--- src/rtl/vga_pattern_gen.sv ---
// vga_pattern_gen
//   VGA timing plus test-pattern generator. Raster timing comes entirely from
//   parameters and the sync polarity is selectable. Four runtime pattern modes
//   are available: checkerboard, eight colour bars, grey ramp and solid
//   foreground. Mode, square size and colours are shadowed once per frame, so
//   input changes never tear a frame.
//
// Ports
//   i_clk          pixel clock
//   i_rst_n        asynchronous active-low reset
//   i_mode         0 checkerboard, 1 colour bars, 2 grey ramp, 3 solid fg
//   i_sq_log2      checker square edge = 2^(i_sq_log2+3) pixels
//   i_fg_color     RGB332 foreground colour
//   i_bg_color     RGB332 background colour
//   o_vga_rgb      RGB332 pixel, 0 outside active video
//   o_vga_hs       horizontal sync, active level HS_POL
//   o_vga_vs       vertical sync, active level VS_POL
//   o_vga_de       active-video enable
//   o_pix_x        active x coordinate, 0 when o_vga_de=0
//   o_pix_y        active y coordinate, 0 when o_vga_de=0
//   o_frame_start  one-cycle pulse on the first cycle of vsync
//
// All outputs are registered from the same counter values, so they carry one
// cycle of latency and stay mutually aligned.

module vga_pattern_gen #(
  parameter int   H_SYNC   = 96,
  parameter int   H_BACK   = 48,
  parameter int   H_ACTIVE = 640,
  parameter int   H_FRONT  = 16,
  parameter int   V_SYNC   = 2,
  parameter int   V_BACK   = 33,
  parameter int   V_ACTIVE = 480,
  parameter int   V_FRONT  = 10,
  parameter logic HS_POL   = 1'b0,
  parameter logic VS_POL   = 1'b0,
  parameter int   CNT_W    = 11
) (
  input  logic             i_clk,
  input  logic             i_rst_n,
  input  logic [1:0]       i_mode,
  input  logic [2:0]       i_sq_log2,
  input  logic [7:0]       i_fg_color,
  input  logic [7:0]       i_bg_color,
  output logic [7:0]       o_vga_rgb,
  output logic             o_vga_hs,
  output logic             o_vga_vs,
  output logic             o_vga_de,
  output logic [CNT_W-1:0] o_pix_x,
  output logic [CNT_W-1:0] o_pix_y,
  output logic             o_frame_start
);

  localparam int H_TOTAL = H_SYNC + H_BACK + H_ACTIVE + H_FRONT;
  localparam int V_TOTAL = V_SYNC + V_BACK + V_ACTIVE + V_FRONT;
  localparam int BAR_W   = H_ACTIVE / 8;

  localparam logic [CNT_W-1:0] C_ONE        = CNT_W'(1);
  localparam logic [CNT_W-1:0] H_LAST_C     = CNT_W'(H_TOTAL - 1);
  localparam logic [CNT_W-1:0] V_LAST_C     = CNT_W'(V_TOTAL - 1);
  localparam logic [CNT_W-1:0] H_SYNC_C     = CNT_W'(H_SYNC);
  localparam logic [CNT_W-1:0] V_SYNC_C     = CNT_W'(V_SYNC);
  localparam logic [CNT_W-1:0] H_START_C    = CNT_W'(H_SYNC + H_BACK);
  localparam logic [CNT_W-1:0] V_START_C    = CNT_W'(V_SYNC + V_BACK);
  localparam logic [CNT_W-1:0] H_ACT_LAST_C = CNT_W'(H_SYNC + H_BACK + H_ACTIVE - 1);
  localparam logic [CNT_W-1:0] V_ACT_LAST_C = CNT_W'(V_SYNC + V_BACK + V_ACTIVE - 1);
  localparam logic [CNT_W-1:0] BAR_LAST_C   = CNT_W'(BAR_W - 1);

  logic [CNT_W-1:0] r_cnt_h;
  logic [CNT_W-1:0] r_cnt_v;
  logic [1:0]       r_mode;
  logic [2:0]       r_sq_log2;
  logic [7:0]       r_fg;
  logic [7:0]       r_bg;
  logic [CNT_W-1:0] r_bar_pos;
  logic [2:0]       r_bar_idx;

  logic             w_h_last;
  logic             w_v_last;
  logic             w_h_act;
  logic             w_v_act;
  logic             w_de;
  logic [CNT_W-1:0] w_x;
  logic [CNT_W-1:0] w_y;
  logic [3:0]       w_sh;
  logic [CNT_W-1:0] w_x_sh;
  logic [CNT_W-1:0] w_y_sh;
  logic [2:0]       w_bar_b;
  logic [7:0]       w_pix;

  assign w_h_last = (r_cnt_h == H_LAST_C);
  assign w_v_last = (r_cnt_v == V_LAST_C);
  assign w_h_act  = (r_cnt_h >= H_START_C) && (r_cnt_h <= H_ACT_LAST_C);
  assign w_v_act  = (r_cnt_v >= V_START_C) && (r_cnt_v <= V_ACT_LAST_C);
  assign w_de     = w_h_act && w_v_act;
  assign w_x      = r_cnt_h - H_START_C;
  assign w_y      = r_cnt_v - V_START_C;

  // Raster counters; line and frame wrap can land on the same edge.
  always_ff @(posedge i_clk or negedge i_rst_n) begin
    if (!i_rst_n) begin
      r_cnt_h <= '0;
      r_cnt_v <= '0;
    end else if (w_h_last) begin
      r_cnt_h <= '0;
      r_cnt_v <= w_v_last ? '0 : r_cnt_v + C_ONE;
    end else begin
      r_cnt_h <= r_cnt_h + C_ONE;
    end
  end

  // Shadow registers load on the very last cycle of a frame, so new settings
  // apply from the frame_start cycle onward and never mid-frame.
  always_ff @(posedge i_clk or negedge i_rst_n) begin
    if (!i_rst_n) begin
      r_mode    <= 2'd0;
      r_sq_log2 <= 3'd2;
      r_fg      <= 8'hFF;
      r_bg      <= 8'h00;
    end else if (w_h_last && w_v_last) begin
      r_mode    <= i_mode;
      r_sq_log2 <= i_sq_log2;
      r_fg      <= i_fg_color;
      r_bg      <= i_bg_color;
    end
  end

  // Bar tracker aligned with the current cnt_h: it is cleared on every
  // non-active pixel, so it reads bar 0 at x=0. Bar 7 absorbs any remainder
  // pixels when H_ACTIVE is not a multiple of 8.
  always_ff @(posedge i_clk or negedge i_rst_n) begin
    if (!i_rst_n) begin
      r_bar_pos <= '0;
      r_bar_idx <= 3'd0;
    end else if (!w_h_act) begin
      r_bar_pos <= '0;
      r_bar_idx <= 3'd0;
    end else if (r_bar_idx != 3'd7) begin
      if (r_bar_pos == BAR_LAST_C) begin
        r_bar_pos <= '0;
        r_bar_idx <= r_bar_idx + 3'd1;
      end else begin
        r_bar_pos <= r_bar_pos + C_ONE;
      end
    end
  end

  assign w_sh    = {1'b0, r_sq_log2} + 4'd3;
  assign w_x_sh  = w_x >> w_sh;
  assign w_y_sh  = w_y >> w_sh;
  assign w_bar_b = ~r_bar_idx;

  always_comb begin
    w_pix = 8'h00;
    case (r_mode)
      2'd0:    w_pix = (w_x_sh[0] ^ w_y_sh[0]) ? r_fg : r_bg;
      2'd1:    w_pix = {{3{w_bar_b[2]}}, {3{w_bar_b[1]}}, {2{w_bar_b[0]}}};
      2'd2:    w_pix = {w_x[7:5], w_x[7:5], w_x[7:6]};
      default: w_pix = r_fg;
    endcase
  end

  always_ff @(posedge i_clk or negedge i_rst_n) begin
    if (!i_rst_n) begin
      o_vga_hs      <= ~HS_POL;
      o_vga_vs      <= ~VS_POL;
      o_vga_de      <= 1'b0;
      o_vga_rgb     <= 8'h00;
      o_pix_x       <= '0;
      o_pix_y       <= '0;
      o_frame_start <= 1'b0;
    end else begin
      o_vga_hs      <= (r_cnt_h < H_SYNC_C) ? HS_POL : ~HS_POL;
      o_vga_vs      <= (r_cnt_v < V_SYNC_C) ? VS_POL : ~VS_POL;
      o_vga_de      <= w_de;
      o_vga_rgb     <= w_de ? w_pix : 8'h00;
      o_pix_x       <= w_de ? w_x : '0;
      o_pix_y       <= w_de ? w_y : '0;
      o_frame_start <= (r_cnt_h == '0) && (r_cnt_v == '0);
    end
  end

endmodule

--- config.mk ---
export PLATFORM = sky130hd
export DESIGN_NAME = vga_pattern_gen
export DESIGN_NICKNAME = d
export VERILOG_FILES = /design/src/rtl/vga_pattern_gen.sv
export SDC_FILE = /design/constraint.sdc
export NUM_CORES = 1
export LEC_CHECK = 0
export ABC_AREA = 1
export CELL_PAD_IN_SITES_DETAIL_PLACEMENT = 0
export CELL_PAD_IN_SITES_GLOBAL_PLACEMENT = 1
export CORE_MARGIN = 3
export CORE_UTILIZATION = 46
export DETAILED_ROUTE_END_ITERATION = 12
export GPL_ROUTABILITY_DRIVEN = 0
export GPL_TIMING_DRIVEN = 0
export PLACE_DENSITY = 0.88
export SYNTH_ARGS = -nofsm -noshare
export SYNTH_HDL_FRONTEND = slang
export SYNTH_SLANG_ARGS = --single-unit
export TNS_END_PERCENT = 10
--- constraint.sdc ---
create_clock -name i_clk -period 3.86 [get_ports i_clk]
set_input_delay 0.386 -clock i_clk [delete_from_list [all_inputs] [get_ports i_clk]]
set_output_delay 0.386 -clock i_clk [all_outputs]
set_load 0.05 [all_outputs]
Word level (Yosys, flattened, before mapping). Index checks and enable logic that the tools add are counted.

Add/subtract/negate cells: 7. Order comparisons: 6. Equal/unequal tests: 8. Shift operators: 2. Mux-type cells: 15. Bitwise operators: 2. Reductions and logical operators: 9.

Operator list (number): $mux 11 (7); $add 11x1->11 const B (3); $pmux 8 s3 (1); $eq 11x10->1 const B (2); $le 11x10->1 const B (2); $logic_not 11->1 (2); $shr 11x4->1 (2); $mux 8 (2); $eq 11x7->1 const B (1); $ge 11x6->1 const B (1); $ge 11x8->1 const B (1); $lt 11x2->1 const B (1); $lt 11x7->1 const B (1); $sub 11x6->11 const B (1); $sub 11x8->11 const B (1); $mux 3 (3); $logic_and 1x1->1 (5); $add 3x2->4 const B (1); $ne 2x1->1 const B (2); $add 3x1->3 const B (1); $ne 3x3->1 const B (1); $not 3->3 (1); $eq 2x1->1 const B (1); $eq 2x2->1 const B (1); other kinds (4) (5).

Flip-flop bits (word level): 91. Bits of input ports: 23. Output and inout bits: 34. Word-level logic and storage cells: 64.

Depth between registers and ports, before layout.
Word-level depth: 6. Mapped depth: 15. Depth with buffers taken out: 15.

Worst setup path after synthesis. Ideal clock, no wire load.

Path type: register to register. Start point: register r_cnt_h[4]. End point: register o_vga_rgb[0]. Library setup time: 0.073 ns. Data arrival time: 1.815 ns. Required time: 3.787 ns. Path slack: 1.972 ns. Cell stages (with the launch flop): 13. Path buffers: 0. Period minus slack after synthesis: 1.888 ns. Path through: dfrtp_1 inv_1 ha_1 nand2_4 nand2_4 nand3_1 nand3_1 nand3_2 a21oi_4 nand3_4 nand3_1 nand3_1 a21oi_2.

Longest elaborated chain between the ends: 6. Elaborated cells between the ends (all ways): 10. Those cells by class: 1 x add/sub; 2 x order compare; 1 x shift; 3 x mux; 1 x bitwise; 2 x reduce/logical.

RTL lines: start: declaration (line 69) `logic [CNT_W-1:0] r_cnt_h;`; start signal: assignment (line 108) `r_cnt_h <= r_cnt_h + C_ONE;`; $sub 11x8->11 (line 96) `assign w_x = r_cnt_h - H_START_C;`; $shr 11x4->1 (line 149) `assign w_x_sh = w_x >> w_sh;`; $xor 1x1->1 (line 156) `2'd0: w_pix = (w_x_sh[0] ^ w_y_sh[0]) ? r_fg : r_bg;`; $mux 8 (line 156); $pmux 8 s3 (line 155) `case (r_mode)`; $mux 8 (*) (line 176) `o_vga_rgb <= w_de ? w_pix : 8'h00;`; end signal: assignment (line 176); end: declaration (line 45) `output logic [7:0] o_vga_rgb,`.

Every way passes the cells marked *; elsewhere a longest branch is shown, timed or not. A chain may end at the register's enable or synchronous reset.

Worst setup path in the final report.
Start point: register r_cnt_h[4]. End point: register o_vga_rgb[2].

Same word-level chain as after synthesis.

==> impl_metrics.json <==
{
  "detailed_place.area_um2": 5590,
  "antenna_found_initial": 0,
  "synth_cell_type_count": 43,
  "regArea_um2": 2290,
  "start_util_pct": 48.3,
  "die_w_um": 109,
  "clk_pin_slew_ns": 0.09,
  "h-tree-depth": 3,
  "vdd_drop_max_v": 0.000189,
  "tns_ns": 0,
  "grt.total_usage_pct": 20.4,
  "cts_made_buffers": 9,
  "crit_type": "flop to flop",
  "power.leakage_nw": 2.81,
  "first_global_vias": 3890,
  "yosysSeqAreaShare_pct": 47.4,
  "core_region_area_um2": 10000,
  "grtUsageMet3_pct": 3.46,
  "tightest_slew_ns": 0.518,
  "ioPinCount": 57,
  "setup_viol": 0,
  "post-route-period-util_pct": 61.6,
  "met1_usage_pct": 29.8,
  "globalRouteMet2Util_pct": 31.6,
  "grt_overflow": 0,
  "synthToLayoutAreaGrowth_pct": 19.9,
  "whs_ns": -0.00652,
  "synthesis.nets": 606,
  "dieHeight_um": 109,
  "power.total_mw": 1.67,
  "final_core_util_pct": 58.0,
  "multi_input_area_um2": 2200,
  "clock_skew_ns": 0.0161,
  "postSynthCellCount": 571,
  "drv_cap": 0,
  "cp_top_family": "simple AND/OR/NAND/NOR gates",
  "hold_viol_final": 4,
  "crit_required_ns": 4.14,
  "cts_resized": 0,
  "fillers": 948,
  "cts_tree": "built",
  "yosys.area.top_type": "dfrtp_1",
  "max-slew-margin-rel_pct": 65.4,
  "hold_class": "primary input to asynchronous set/reset pin",
  "synth_area_um2": 4830,
  "dieArea_um2": 11800,
  "fmax_mhz": 420,
  "crit_fanout": 8,
  "avgSynthCellArea_um2": 8.47,
  "drive_gt1_share_pct": 16.8,
  "synth-main-ff-cell": "dfrtp_1",
  "nNetsFinal": 674,
  "dr.pass1.iters": 5,
  "startpoint_type": "flop",
  "worst_ep_arrival_time_ns": 2.66,
  "routed_wl_um": 11100,
  "antenna_left": 0,
  "ys_seq_elements": 91,
  "insertion_delay_ns": 0.36,
  "routed_via_density": 5.09,
  "synth_edf_count": 0,
  "clockBufferDepth": 2,
  "dp_hpwl_um": 8440,
  "crit_top_cell": "nand3_1",
  "drt_iter0_drc": 160,
  "wl_per_cell_um": 14.2,
  "port_buffers": 56,
  "drc_errors": 0,
  "cts.sinks": 91,
  "grt_max_degree": 53,
  "post_cts_buffers": 0,
  "vias": 3956,
  "async_reset_ff_share_pct": 100,
  "layout_setup_ws_ns": 1.48,
  "critical_path_buf_inv_count": 1,
  "cp_cell_sequence": "inv_1, ha_1, xnor2_1, o21ai_1, nand2_1, nor2_4, a21oi_4, nand3_4, nand3_1, nand3_1, a21oi_2",
  "powerDensity_nw_per_um2": 289,
  "ys_warn_count": 0,
  "place_ws_ns": 1.52,
  "finalCriticalPeriod_ns": 2.38,
  "synthMostInstantiatedCell": "nand2_1",
  "grt_pass1_wl_um": 19000,
  "top_usage_layer": "met2",
  "antenna_cells": 0,
  "finalInstanceArea_um2": 5800,
  "dp_cells": 761,
  "synth_top_cells_by_count": "nand2_1 (97), dfrtp_1 (80), inv_1 (61), nor2_1 (61), nand3_1 (56)",
  "rsz0062_at_grt": "false",
  "yosysTopAreaCellShare_pct": 41.4,
  "cpMaxStageDelayCell": "dfrtp_1",
  "root_buffer": "clkbuf_8",
  "max_stage_delay_ns": 0.47,
  "status": "complete, but fails checks",
  "stdcell_count": 777,
  "holdBufCountCts": 0,
  "worst_setup_path_end_kind": "flop",
  "slew_viol_final": 0,
  "rows": 36,
  "synthTopCellsByArea": "dfrtp_1 (41%), nand2_1 (7.5%), dfstp_2 (6.0%)",
  "violations": "negative hold slack"
}
worst register-to-register path, delay by kind of cell, from the launching register on:
kind / cells / cell delay [ns]
xor gates and xnor gates: 1 / 0.35
and+or+nand+nor: 5 / 0.56
DFF: 1 / 0.47
buffers and inverters: 1 / 0.19
adders and majority gates: 1 / 0.29
AOI/OAI and AO/OA: 3 / 0.46
where the power goes:
part	total, mW	internal, mW	switching, mW
Clock	0.678	0.324	0.354
Sequential	0.953	0.953	0
Combinational	0.0428	0.0219	0.0210
Total	1.67	1.30	0.375
state kept, by name, summed over array words and instances (netlist names):
signal         cells
o_frame_start      1
o_pix_x           11
o_pix_y           11
o_vga_de           1
o_vga_hs           1
o_vga_rgb          8
o_vga_vs           1
r_bar_idx          3
r_bar_pos         11
r_bg               8
r_cnt_h           11
r_cnt_v           11
r_fg               8
r_mode             2
r_sq_log2          3
layout make-up:
type                    count  area share, %
flip-flops and latches     91           39.5
clock inverters             6           1.25
well taps                 133           2.87
multi-input cells         391           37.9
repair buffers             57           10.1
clock buffers              10           2.37
inverters                  79           5.12
plain buffers              10          0.863
kinds of logic (layout without fill, tap and decap cells):
group | after synthesis | in the layout | synth area share, %
simple gates | 284 | 284 | 30.0
flops | 91 | 91 | 47.4
buf+inv | 89 | 162 | 7.17
compound gates | 86 | 86 | 10.5
fa+ha+maj | 12 | 12 | 3.11
xor+xnor | 9 | 9 | 1.79
path summary, 6_finish.rpt:
check,start,slack [ns],to,depth (start not counted)
worst max-delay path,r_cnt_h[4],1.48,o_vga_rgb[2],11
worst min-delay path,i_rst_n,-0.007,r_cnt_h[2],1
worst max register to register,r_cnt_h[4],1.48,o_vga_rgb[2],11
worst min register to register,r_fg[3],0.52,r_fg[3],2
max in group asynchronous,i_rst_n,3.18,r_fg[1],2
min in group i_clk,r_fg[3],0.52,r_fg[3],2
layout by cell type, fill, tap and decap left out, types with 11 or more instances in the layout:
cell	netlist	final
nand2_1	97	97
dfrtp_1	80	80
inv_1	61	61
nor2_1	61	61
nand3_1	56	56
clkdlybuf4s50_1	0	55
o21ai_0	42	42
inv_2	16	16
a21oi_1	15	15
nor3_1	14	14
ha_1	12	12
dfstp_2	11	11
metal layers:
| layer | wire (µm) | up-vias |
|---|---|---|
| met5 | 0 | - |
| met4 | 136 | 0 |
| met3 | 380 | 12 |
| met2 | 4980 | 75 |
| met1 | 5560 | 1859 |
| li1 | - | 2010 |
No activity file was read; power rests on OpenSTA's default activity.
